File: src/rtl/fc_layer_sequencer.sv
// Purpose : sequences one 4-layer fully-connected inference (clear, accumulate, drain, relu per layer).
// Latency : busy for N_L1+N_L2+N_L3+N_L4+12 cycles per run; result_valid on the last busy cycle.
// Backpr. : none; start is ignored while busy (no queueing), abort returns to IDLE on the next cycle.
//
// Ports:
//   clk, reset            clock, asynchronous active-high reset
//   start, abort          run request (sampled in IDLE), cancel (sampled while busy)
//   busy                  high from layer-0 CLEAR through FINISH
//   layer_sel, address    current layer and weight/input element index
//   acc_clr, acc_en       accumulator clear / enable (acc_en lags the address by one cycle)
//   relu_clr, relu_en     activation clear at run start / per-layer capture strobe
//   result_valid          final-layer outputs complete
module fc_layer_sequencer #(
  parameter int N_L1       = 288,
  parameter int N_L2       = 120,
  parameter int N_L3       = 120,
  parameter int N_L4       = 84,
  parameter int ADDR_WIDTH = 11
) (
  input  logic                  clk,
  input  logic                  reset,
  input  logic                  start,
  input  logic                  abort,
  output logic                  busy,
  output logic [1:0]            layer_sel,
  output logic [ADDR_WIDTH-1:0] address,
  output logic                  acc_clr,
  output logic                  acc_en,
  output logic                  relu_clr,
  output logic                  relu_en,
  output logic                  result_valid
);

  typedef enum logic [2:0] {
    S_IDLE   = 3'd0,
    S_CLEAR  = 3'd1,
    S_ACCUM  = 3'd2,
    S_DRAIN  = 3'd3,
    S_RELU   = 3'd4,
    S_FINISH = 3'd5
  } state_t;

  localparam logic [ADDR_WIDTH-1:0] LAST_L1 = ADDR_WIDTH'(N_L1 - 1);
  localparam logic [ADDR_WIDTH-1:0] LAST_L2 = ADDR_WIDTH'(N_L2 - 1);
  localparam logic [ADDR_WIDTH-1:0] LAST_L3 = ADDR_WIDTH'(N_L3 - 1);
  localparam logic [ADDR_WIDTH-1:0] LAST_L4 = ADDR_WIDTH'(N_L4 - 1);

  state_t                  state, state_nx;
  logic [1:0]              layer_nx;
  logic [ADDR_WIDTH-1:0]   addr_nx;
  logic [ADDR_WIDTH-1:0]   last_addr;
  logic                    busy_nx, acc_clr_nx, acc_en_nx, relu_clr_nx, relu_en_nx, result_valid_nx;

  // Final element index of the layer being sequenced.
  always_comb begin
    last_addr = LAST_L1;
    case (layer_sel)
      2'd0:    last_addr = LAST_L1;
      2'd1:    last_addr = LAST_L2;
      2'd2:    last_addr = LAST_L3;
      default: last_addr = LAST_L4;
    endcase
  end

  // Next state plus next values of every output; all outputs are registered
  // copies of these, so each output is a pure function of the state it accompanies.
  always_comb begin
    state_nx    = state;
    layer_nx    = layer_sel;
    addr_nx     = '0;
    relu_clr_nx = 1'b0;

    case (state)
      S_IDLE: begin
        if (start) begin
          state_nx    = S_CLEAR;
          layer_nx    = 2'd0;
          relu_clr_nx = 1'b1;
        end
      end
      S_CLEAR: state_nx = S_ACCUM;
      S_ACCUM: begin
        if (address == last_addr) begin
          state_nx = S_DRAIN;
        end else begin
          addr_nx = address + 1'b1;
        end
      end
      S_DRAIN: state_nx = (layer_sel == 2'd3) ? S_FINISH : S_RELU;
      S_RELU: begin
        state_nx = S_CLEAR;
        layer_nx = layer_sel + 2'd1;
      end
      S_FINISH: begin
        state_nx = S_IDLE;
        layer_nx = 2'd0;
      end
      default: begin
        state_nx = S_IDLE;
        layer_nx = 2'd0;
      end
    endcase

    // Abort overrides everything while busy; in IDLE it is simply not looked at.
    if (state != S_IDLE && abort) begin
      state_nx = S_IDLE;
      layer_nx = 2'd0;
      addr_nx  = '0;
    end

    busy_nx         = (state_nx != S_IDLE);
    acc_clr_nx      = (state_nx == S_CLEAR);
    relu_en_nx      = (state_nx == S_RELU);
    result_valid_nx = (state_nx == S_FINISH);
    // Read data arrives one cycle after the address, so the enable follows
    // the ACCUM state by one cycle rather than the next state.
    acc_en_nx       = (state == S_ACCUM) && !abort;
  end

  always_ff @(posedge clk or posedge reset) begin
    if (reset) begin
      state        <= S_IDLE;
      layer_sel    <= 2'd0;
      address      <= '0;
      busy         <= 1'b0;
      acc_clr      <= 1'b0;
      acc_en       <= 1'b0;
      relu_clr     <= 1'b0;
      relu_en      <= 1'b0;
      result_valid <= 1'b0;
    end else begin
      state        <= state_nx;
      layer_sel    <= layer_nx;
      address      <= addr_nx;
      busy         <= busy_nx;
      acc_clr      <= acc_clr_nx;
      acc_en       <= acc_en_nx;
      relu_clr     <= relu_clr_nx;
      relu_en      <= relu_en_nx;
      result_valid <= result_valid_nx;
    end
  end

endmodule

File: config.mk
export PLATFORM = sky130hd
export DESIGN_NAME = fc_layer_sequencer
export DESIGN_NICKNAME = d
export VERILOG_FILES = /design/src/rtl/fc_layer_sequencer.sv
export SDC_FILE = /design/constraint.sdc
export NUM_CORES = 1
export LEC_CHECK = 0
export CORE_MARGIN = 3
export CORE_UTILIZATION = 49
export DETAILED_ROUTE_END_ITERATION = 12
export PLACE_DENSITY = 0.83
export SYNTH_ARGS = -nofsm -noshare
export SYNTH_HDL_FRONTEND = slang
export SYNTH_SLANG_ARGS = --single-unit
File: constraint.sdc
create_clock -name clk -period 2 [get_ports clk]
set_clock_uncertainty 0.1 [all_clocks]
set_input_delay 0.6 -clock clk [delete_from_list [all_inputs] [get_ports clk]]
set_output_delay 0.6 -clock clk [all_outputs]
set_load 0.01 [all_outputs]
## Word level (Yosys, flattened, before mapping)

Index checks and enable logic that the tools add are counted.

- Memories: 0
- ROM bits: 0
- Output and inout bits: 19
- Latch bits: 0
- Flip-flop bits (word level): 22
- Input port bits: 4
- Memory bits (writable): 0
- Logic and storage cells: 48

- Muxes and demuxes: 14
- Bitwise gates (word level): 0
- Multiply operators: 0
- Shift-type cells: 0
- Div/mod/pow operators: 0
- Order comparisons: 0
- Equal/unequal tests: 13
- Add/subtract/negate cells: 2
- Reduce and logical (&&, ||, !) cells: 10

Operator list:

| kind | count |
|---|---|
| 11-bit 2-to-1 mux | 3 |
| 9-bit one-hot mux with 2 select lines | 1 |
| 3-bit one-hot mux with 5 select lines | 1 |
| 11-bit by 1-bit adder with 11-bit output, second input constant | 1 |
| 11-bit == test | 1 |
| 3-bit == test, second input constant | 3 |
| 3-bit 2-to-1 mux | 3 |
| 3-bit by 1-bit == test with 1-bit output, second input constant | 2 |
| 3-bit by 2-bit == test with 1-bit output, second input constant | 2 |
| 2-bit one-hot mux with 3 select lines | 1 |
| 3-bit nonzero test | 2 |
| 2-bit == test, second input constant | 2 |
| 2-bit 2-to-1 mux | 2 |
| 3-bit logical NOT | 1 |
| 1-bit 2-to-1 mux | 3 |
| 3-bit inequality test, second input constant | 1 |
| 3-bit OR reduction | 1 |
| 2-bit by 1-bit adder with 2-bit output, second input constant | 1 |
| 2-bit by 1-bit == test with 1-bit output, second input constant | 1 |
| 1-bit logical AND | 2 |
| 2-bit logical NOT | 1 |
| 2-bit by 1-bit inequality test with 1-bit output, second input constant | 1 |
| 2-bit AND reduction | 1 |
| 2-bit OR reduction | 1 |
| 1-bit logical NOT | 1 |

## Longest topological paths before layout

Gate-level depths: netlist of run 1.

- Depth in word-level cells: 8
- Mapped depth: 7
- Depth with buffers taken out: 6

## Least setup slack after synthesis of run 1

No wires, ideal clock.

- Path type: reg-to-reg
- From: register layer_sel[0]
- To: register address[0]
- Stages on the path, launching flop included: 8
- Slack: 173 ps
- Clock period less this slack: 1,827 ps
- Data required time: 1,774 ps
- Setup time: 126 ps
- Arrival: 1,601 ps
- Buffers on the path: 1
- Cells stage by stage: dfrtp_1 > inv_1 > ha_1 > nor4b_2 > o211ai_2 > o31ai_2 > buf_6 > nor2_1

- Longest elaborated chain between the ends: 7
- Elaborated cells between the ends (all ways): 9
- Those cells by class: eq/ne: 3; mux: 4; reduce/logical: 2

Ends and longest elaborated chain:

| what | line | text |
|---|---|---|
| start: declaration | 25 | `output logic [1:0] layer_sel,` |
| start signal: assignment | 133 | `layer_sel <= layer_nx;` |
| 2-bit == test / 2-bit by 1-bit == test with 1-bit output (equally long branches) | 57 | `case (layer_sel)` |
| 2-bit OR reduction (no line) | - |  |
| 9-bit one-hot mux with 2 select lines * | 57 |  |
| 11-bit == test * | 83 | `if (address == last_addr) begin` |
| 11-bit 2-to-1 mux * | 83 |  |
| 11-bit 2-to-1 mux * | 73 | `case (state)` |
| 11-bit 2-to-1 mux * | 105 | `if (state != S_IDLE && abort) begin` |
| via addr_nx[0] | 50 | `logic [ADDR_WIDTH-1:0] addr_nx;` |
| end signal: assignment | 134 | `address <= addr_nx;` |
| end: declaration | 26 | `output logic [ADDR_WIDTH-1:0] address,` |

Mark *: on every way through the listed nets, which the timed path passes. The rest lies on a longest branch.
A chain may end at the register's enable or synchronous reset.

## Worst setup path in the final report of run 1

- From: register address[5]
- To: output address[5]

No word-level cell between the ends.

==> summary.md, run 1 <==
| Metric | Value |
|---|---|
| Die Ht | about 53 µm |
| Crit path max-delay family | buffers and inverters |
| Clock sinks | 22 |
| Tmin final | 1.95 ns |
| Total die area | around 2800 µm² |
| Yosys top cell area share | 0.505 |
| Post-place setup slack | -0.136 ns |
| Chip Width | 53.2 µm |
| Slew @ Worst Pin | approximately 0.45 ns |
| Fmax | about 0.5 GHz |
| WP buf/inv | 1 |
| # fillers | about 140 |
| Top layer in use | met4 |
| Clock Path Buffers | 2 |
| Initial DRC count | 22 |
| GP Congestion | about 0.76 |
| Setup_tns | 0 ns |
| Post-synth top cells | dfrtp_1 (22), nor2_1 (15), xor2_1 (9) |
| Peak VDD IR | between 600 and 700 µV |
| CTS Hold Buffers Added | 0 |
| CTS clk-pin slew, worst paths | between 0.1 and 0.15 ns |
| Yosys warnings | 0 |
| Synth Area per Inst | around 11 µm² |
| H-Tree Depth | 1 |
| Final-report setup violation count | 0 |
| Clk Latency, worst-skew pair | ~0.31 ns |
| IO Pins | 23 |
| Critical Path RT | ~1.3 ns |
| DR vias/cell | 5.27 |
| Fin worst setup slack | approximately 0.052 ns |
| Port bufs | 22 |
| Most frequent cell after synthesis | dfrtp_1 |
| Critical Path Slowest Stage Cell | clkdlybuf4s50_1 |
| DRT met1 WL | approximately 1100 µm |
| Pin count of the biggest net entering global routing | 23 |
| Antenna fix cells | 0 |
| Global Route Usage Sum | 0.215 |
| Unrepaired setup endpoints after global routing | false |
| Slew HR | 0.703 |
| Power Dens Cells | between 700 and 800 nW/µm² |
| DR WL met3 | about 70 µm |
| Layout cells sized above 1 | 0.236 |
| Initial antenna violation count | 0 |
| Area leader, netlist | dfrtp_1 |
| Synthesis-stage register bit count | 22 |
| DR WL/cell | ~15 µm |
| DRC violations left | 0 |
| Worst hold path class | flop to flop |
| Final period utilization | 0.974 |
| Critical Path AT | around 1.3 ns |
| CTS tree | done |
| Syn Inst Count | 100 |
| Vias in the first global route | 883 |
| Leakage Power | ~0.00072 µW |
| Number of flops mapped to enable cells by yosys | 0 |
| FFs w/ async S/R, synth | 1.00 |
| Main flop type after synthesis | dfrtp_1 |
| Outcome | finished clean |
| Area Growth Syn to Fin | 40.6% |
| Nets | 149 |
| WL final | roughly 2500 µm |
| Overflow after GRT | 0 |
| HPWL after DPL | around 1600 µm |
| First-pass DRT Iterations | 4 |
| FP Rows | 16 |
| CP Max Fanout | 2 |
| CP Capture Type | primary output |
| Crit-path max cell delay | around 0.55 ns |
| Max-cap violations | 0 |
| Post-synth cell types | 30 |
| Crit start category | flop |
| Post-synthesis instance area | roughly 1100 µm² |
| Vias | just under 900 |
| Top post-synthesis cells by area | dfrtp_1 (50%), xor2_1 (7.2%), nor2_1 (5.2%) |
| First-pass GRT wire length | ~4300 µm |
| Max-slew violations | 0 |
| Syn Nets | between 100 and 150 |
| Crit-path cells | clkdlybuf4s50_1 |
| Initial Util | 0.534 |
| Root Buffer | clkbuf_4 |
| Seq/Total Area, Yosys | 0.505 |
| Crit path kind | flop to primary output |
| Final Hold Viols | 0 |
| Met2 WL | around 1300 µm |
| Post-route ant nets | 0 |
| CTS buffer count | 3 |
| Core footprint | just over 2000 µm² |
## flip-flops by register name, indices dropped and copies added (netlist names)
| signal | flops |
|---|---|
| address | 11 |
| layer_sel | 2 |
| busy | 1 |
| result_valid | 1 |
| relu_clr | 1 |
| relu_en | 1 |
| acc_en | 1 |
| acc_clr | 1 |
| state | 3 |
## layout by cell type, fill, tap and decap left out, types with 2 or more instances in the layout
master and count:
inv_1 6, xor2_1 9, dfrtp_2 5, clkbuf_4 3, nor2_1 15, dfrtp_1 17, xnor2_1 3, and3_1 2
buf_4 16, nand4_1 2, nor4b_4 2, a21oi_1 2, nor3_1 4, nand3_1 3, o21ai_0 3, nand2_1 6
ha_1 4, clkdlybuf4s50_1 19, dlygate4sd2_1 2
## stage by stage
stage	utilization	power, µW	hold slack [ns]	cells	area (µm²)
global route	0.751	1270	0.512	167	1530
CTS	0.737	1190	0.475	165	1500
global placement	0.668	836	0.424	151	1360
floorplan	-	730	0.386	100	1090
finish	0.751	1210	0.465	167	1530
detailed placement	0.668	846	0.436	151	1360
## what timing repair did
action	4_1_cts	5_1_grt
resized for setup	8	1
endpoints found under the setup margin	23	13
pin swaps	0	1
buffers inserted	10	2
endpoints found under the hold margin	0	0
## logic make-up after synthesis
kind of cell | share of synthesized area
compound gates | 0.0849
xor+xnor | 0.0963
fa+ha+maj | 0.0459
buf+inv | 0.0378
flops | 0.505
mux | 0.0103
simple gates | 0.220
## area by class of cell
class / instances / area [µm²] / share of cell area
multi-input cells: 69 / 508 / 0.331
inverters: 6 / 22.5 / 0.0147
well taps: 27 / 33.8 / 0.0220
repair buffers: 39 / 360 / 0.235
clock buffers: 3 / 22.5 / 0.0147
clock inverters: 1 / 30.0 / 0.0196
flip-flops and latches: 22 / 557 / 0.363
## power by group
part           internal (µW)  switching, µW  total [µW]
registers                498           48.1         546
logic                    170            154         324
clock network            203            140         342
total                    870            342        1210
## per-layer routing
metal	GRT usage	vias up
li1	-	419
met1	0.268	439
met2	0.368	15
met3	0.0310	7
met4	0.0894	0
met5	0	-
## worst paths after layout
path / from / to / slack (ns) / cells past startpoint
worst max-delay path: address[5] / address[5] / 0.05 / 1
worst max register to register: layer_sel[1] / address[5] / 0.18 / 7
max in group asynchronous: reset / address[3] / 1.06 / 3
min in group asynchronous: reset / state[0] / 0.51 / 3
worst min-delay path: address[0] / address[0] / 0.46 / 2
worst min register to register: address[0] / address[0] / 0.46 / 2
No activity file was read; power rests on OpenSTA's default activity.
==> run 2: changes to the inputs <==
--- a/config.mk
+++ b/config.mk
@@ -6,9 +6,9 @@
 export NUM_CORES = 1
 export LEC_CHECK = 0
 export CORE_MARGIN = 3
-export CORE_UTILIZATION = 49
+export CORE_UTILIZATION = 44
 export DETAILED_ROUTE_END_ITERATION = 12
-export PLACE_DENSITY = 0.83
+export PLACE_DENSITY = 0.79
 export SYNTH_ARGS = -nofsm -noshare
 export SYNTH_HDL_FRONTEND = slang
 export SYNTH_SLANG_ARGS = --single-unit
==> constraint.sdc (replaced) <==
create_clock -name clk -period 1.6 [get_ports clk]
set_clock_uncertainty 0.1 [all_clocks]
set_input_delay 0.48 -clock clk [delete_from_list [all_inputs] [get_ports clk]]
set_output_delay 0.48 -clock clk [all_outputs]
set_load 0.01 [all_outputs]
==> summary.md, run 2 (synthesis gave the netlist of run 1 again) <==
| Metric | Value |
|---|---|
| Outcome | finished with violations |
| Failing checks | negative setup slack |
| First-pass GRT wire length | 4680 µm (+8.3%) |
| Reg2reg end | address[0] |
| Critical Path RT | 1.71 ns (+0.41 ns) |
| DR vias/cell | 5.12 (-2.9%) |
| Post-route cell area | 1820 µm² (+19%) |
| Vias | 1008 (+15%) |
| Total die area | 3110 µm² (+10%) |
| DR WL/cell | 14.9 µm (+0.57%) |
| Initial Util | 0.479 (-0.0549) |
| Comb pwr share | 0.354 (+0.087) |
| Final-report setup violation count | 13 (+13) |
| Initial antenna violation count | 0 (unchanged) |
| Crit path kind | flop to flop |
| Slack of the worst reg-to-reg path | -0.23 ns (-0.41 ns) |
| Global Route Usage Sum | 0.199 (-0.0156) |
| Share of total power in the clock network | 0.205 (-0.077) |
| Final Hold Viols | 0 (unchanged) |
| Fmax | around 0.55 GHz |
| Max reg flops | 11 (unchanged) |
| Die Ht | 55.8 µm (+4.9%) |
| Top Registers | address (11), state (3), layer_sel (2) |
| Layout cells sized above 1 | 0.479 (+0.244) |
| Largest Register | address |
| Critical Path AT | 1.94 ns (+0.69 ns) |
| # fillers | 145 (+2.1%) |
| GP Congestion | 0.779 (+2.9%) |
| Initial DRC count | 21 (-4.5%) |
| Clk Latency, worst-skew pair | 0.31 ns (about the same) |
| Non-Filler Instances | 197 (+18%) |
| Pin count of the biggest net entering global routing | 23 (unchanged) |
| Crit start category | flop |
| Placed insts | 171 (+13%) |
| Port bufs | 22 (unchanged) |
| Reg area | 552 µm² (-0.90%) |
| CTS tree | done |
| CP Capture Type | flop |
| FP Rows | 17 (+1) |
| Part of the power in registers | 0.441 (-0.009) |
| First-pass DRT Iterations | 4 (unchanged) |
| Most frequent cells in the layout | buf_4 (34), dfrtp_1 (21), buf_6 (19) |
| IO Pins | 23 (unchanged) |
| Tmin final | between 1.5 and 2 ns |
| Worst hold path class | input pin to asynchronous set/reset pin |
| Overflow after GRT | 0 (unchanged) |
| Post-route ant nets | 0 (unchanged) |
| Leakage Power | 0.000906 µW (+26%) |
| Vias in the first global route | 979 (+11%) |
| RR Startpoint | layer_sel[1] |
| Max-cap violations | 0 (unchanged) |
| WL final | 2930 µm (+19%) |
| Fin worst setup slack | -0.225 ns (-0.277 ns) |
| Nets | 178 (+19%) |
| DRC violations left | 0 (unchanged) |
| Peak VDD IR | 631 µV (-0.13%) |
| CTS buffer count | 3 (unchanged) |
| Power dissipated by switching net loads | 453 µW (+33%) |
| Chip Width | 55.8 µm (+4.9%) |
| Commonest non-fill, non-tap cell in the layout | buf_4 |
| Slew HR | 0.734 (+0.0310) |
| Unrepaired setup endpoints after global routing | true |
| Root Buffer | clkbuf_4 |
| Clock sinks | 22 (unchanged) |
| Slew @ Worst Pin | 0.396 ns (-0.0493 ns) |
| Core footprint | 2280 µm² (+11%) |
| Switching share of power | 0.306 (+0.0241) |
| Overall power | 1480 µW (+22%) |
| Area used by multi-input combinational logic | 567 µm² (+12%) |
| HPWL after DPL | 1700 µm (+9.2%) |
| Max-slew violations | 0 (unchanged) |
| H-Tree Depth | 1 (unchanged) |
| CP Max Fanout | 5 (+3) |
| R2R cell count | 8 (+1) |
| Power Dens Cells | 814 nW/µm² (+3.0%) |
| Core Util, Final | 0.799 (+0.0476) |
| Post-placement cell area | 1520 µm² (+12%) |
| Final period utilization | 1.14 |
| CTS Hold Buffers Added | 0 (unchanged) |
| Clock Path Buffers | 2 (unchanged) |
| Area Growth Syn to Fin | 66.6% |
| CTS clk-pin slew, worst paths | 0.12 ns (about the same) |
| Power Internal | 1030 µW (+18%) |
| Antenna fix cells | 0 (unchanged) |
==> run 2: worst max-delay path: stages, from the launching register on <==
cell	delay, ns
dfrtp_1	0.39
buf_6	0.12
inv_4	0.03
ha_4	0.15
nor4b_4	0.31
o211ai_2	0.14
o31ai_4	0.25
buf_6	0.19
nor2_2	0.04
==> run 2: worst max path at each step <==
stage	from	end	slack, ns	cells past startpoint
2_1_floorplan	layer_sel[1]	address[0]	-0.07	7
3_3_place_gp	abort	layer_sel[0]	-0.31	6
3_5_place_dp	layer_sel[0]	address[7]	-0.36	6
4_1_cts	layer_sel[1]	address[7]	-0.22	9
5_1_grt	layer_sel[1]	address[2]	-0.36	8
6_report	layer_sel[1]	address[0]	-0.23	8
==> run 2: per-layer routing <==
layer,GRT usage,wire [µm],up-vias
met5,0,0,-
met4,0.132,65,0
met3,0.0348,163,6
met2,0.340,1540,35
met1,0.226,1160,487
li1,-,-,480
==> run 2: layout make-up <==
type                       instances  share of cell area
sequential                        22               0.304
multi-input combinational         69               0.312
timing repair buffer              68               0.332
inverter                           6              0.0138
clock buffer                       4              0.0200
tap                               28              0.0193
==> run 2: what timing repair did <==
action,4_1_cts,5_1_grt
cloned,1,0
pin swaps,8,6
resized for setup,60,30
endpoints found under the setup margin,30,26
setup buffers,17,8
==> run 2: power groups by stage <==
| stage | combinational [µW] | sequential [µW] | clock [µW] |
|---|---|---|---|
| 2_1_floorplan | 201 | 712 | 0 |
| 4_1_cts | 524 | 651 | 313 |
| 3_3_place_gp | 441 | 662 | 0 |
| 5_1_grt | 568 | 660 | 347 |
| 3_5_place_dp | 453 | 665 | 0 |
| 6_report | 524 | 653 | 303 |
==> run 2: metrics by stage <==
stage / setup slack, ns / TNS [ns] / hold slack, ns
detailed placement: -0.355 / -5.23 / 0.488
global placement: -0.314 / -4.58 / 0.473
global route: -0.356 / -4.27 / 0.379
floorplan: -0.0653 / -0.633 / 0.369
CTS: -0.215 / -2.34 / 0.384
finish: -0.225 / -2.68 / 0.379
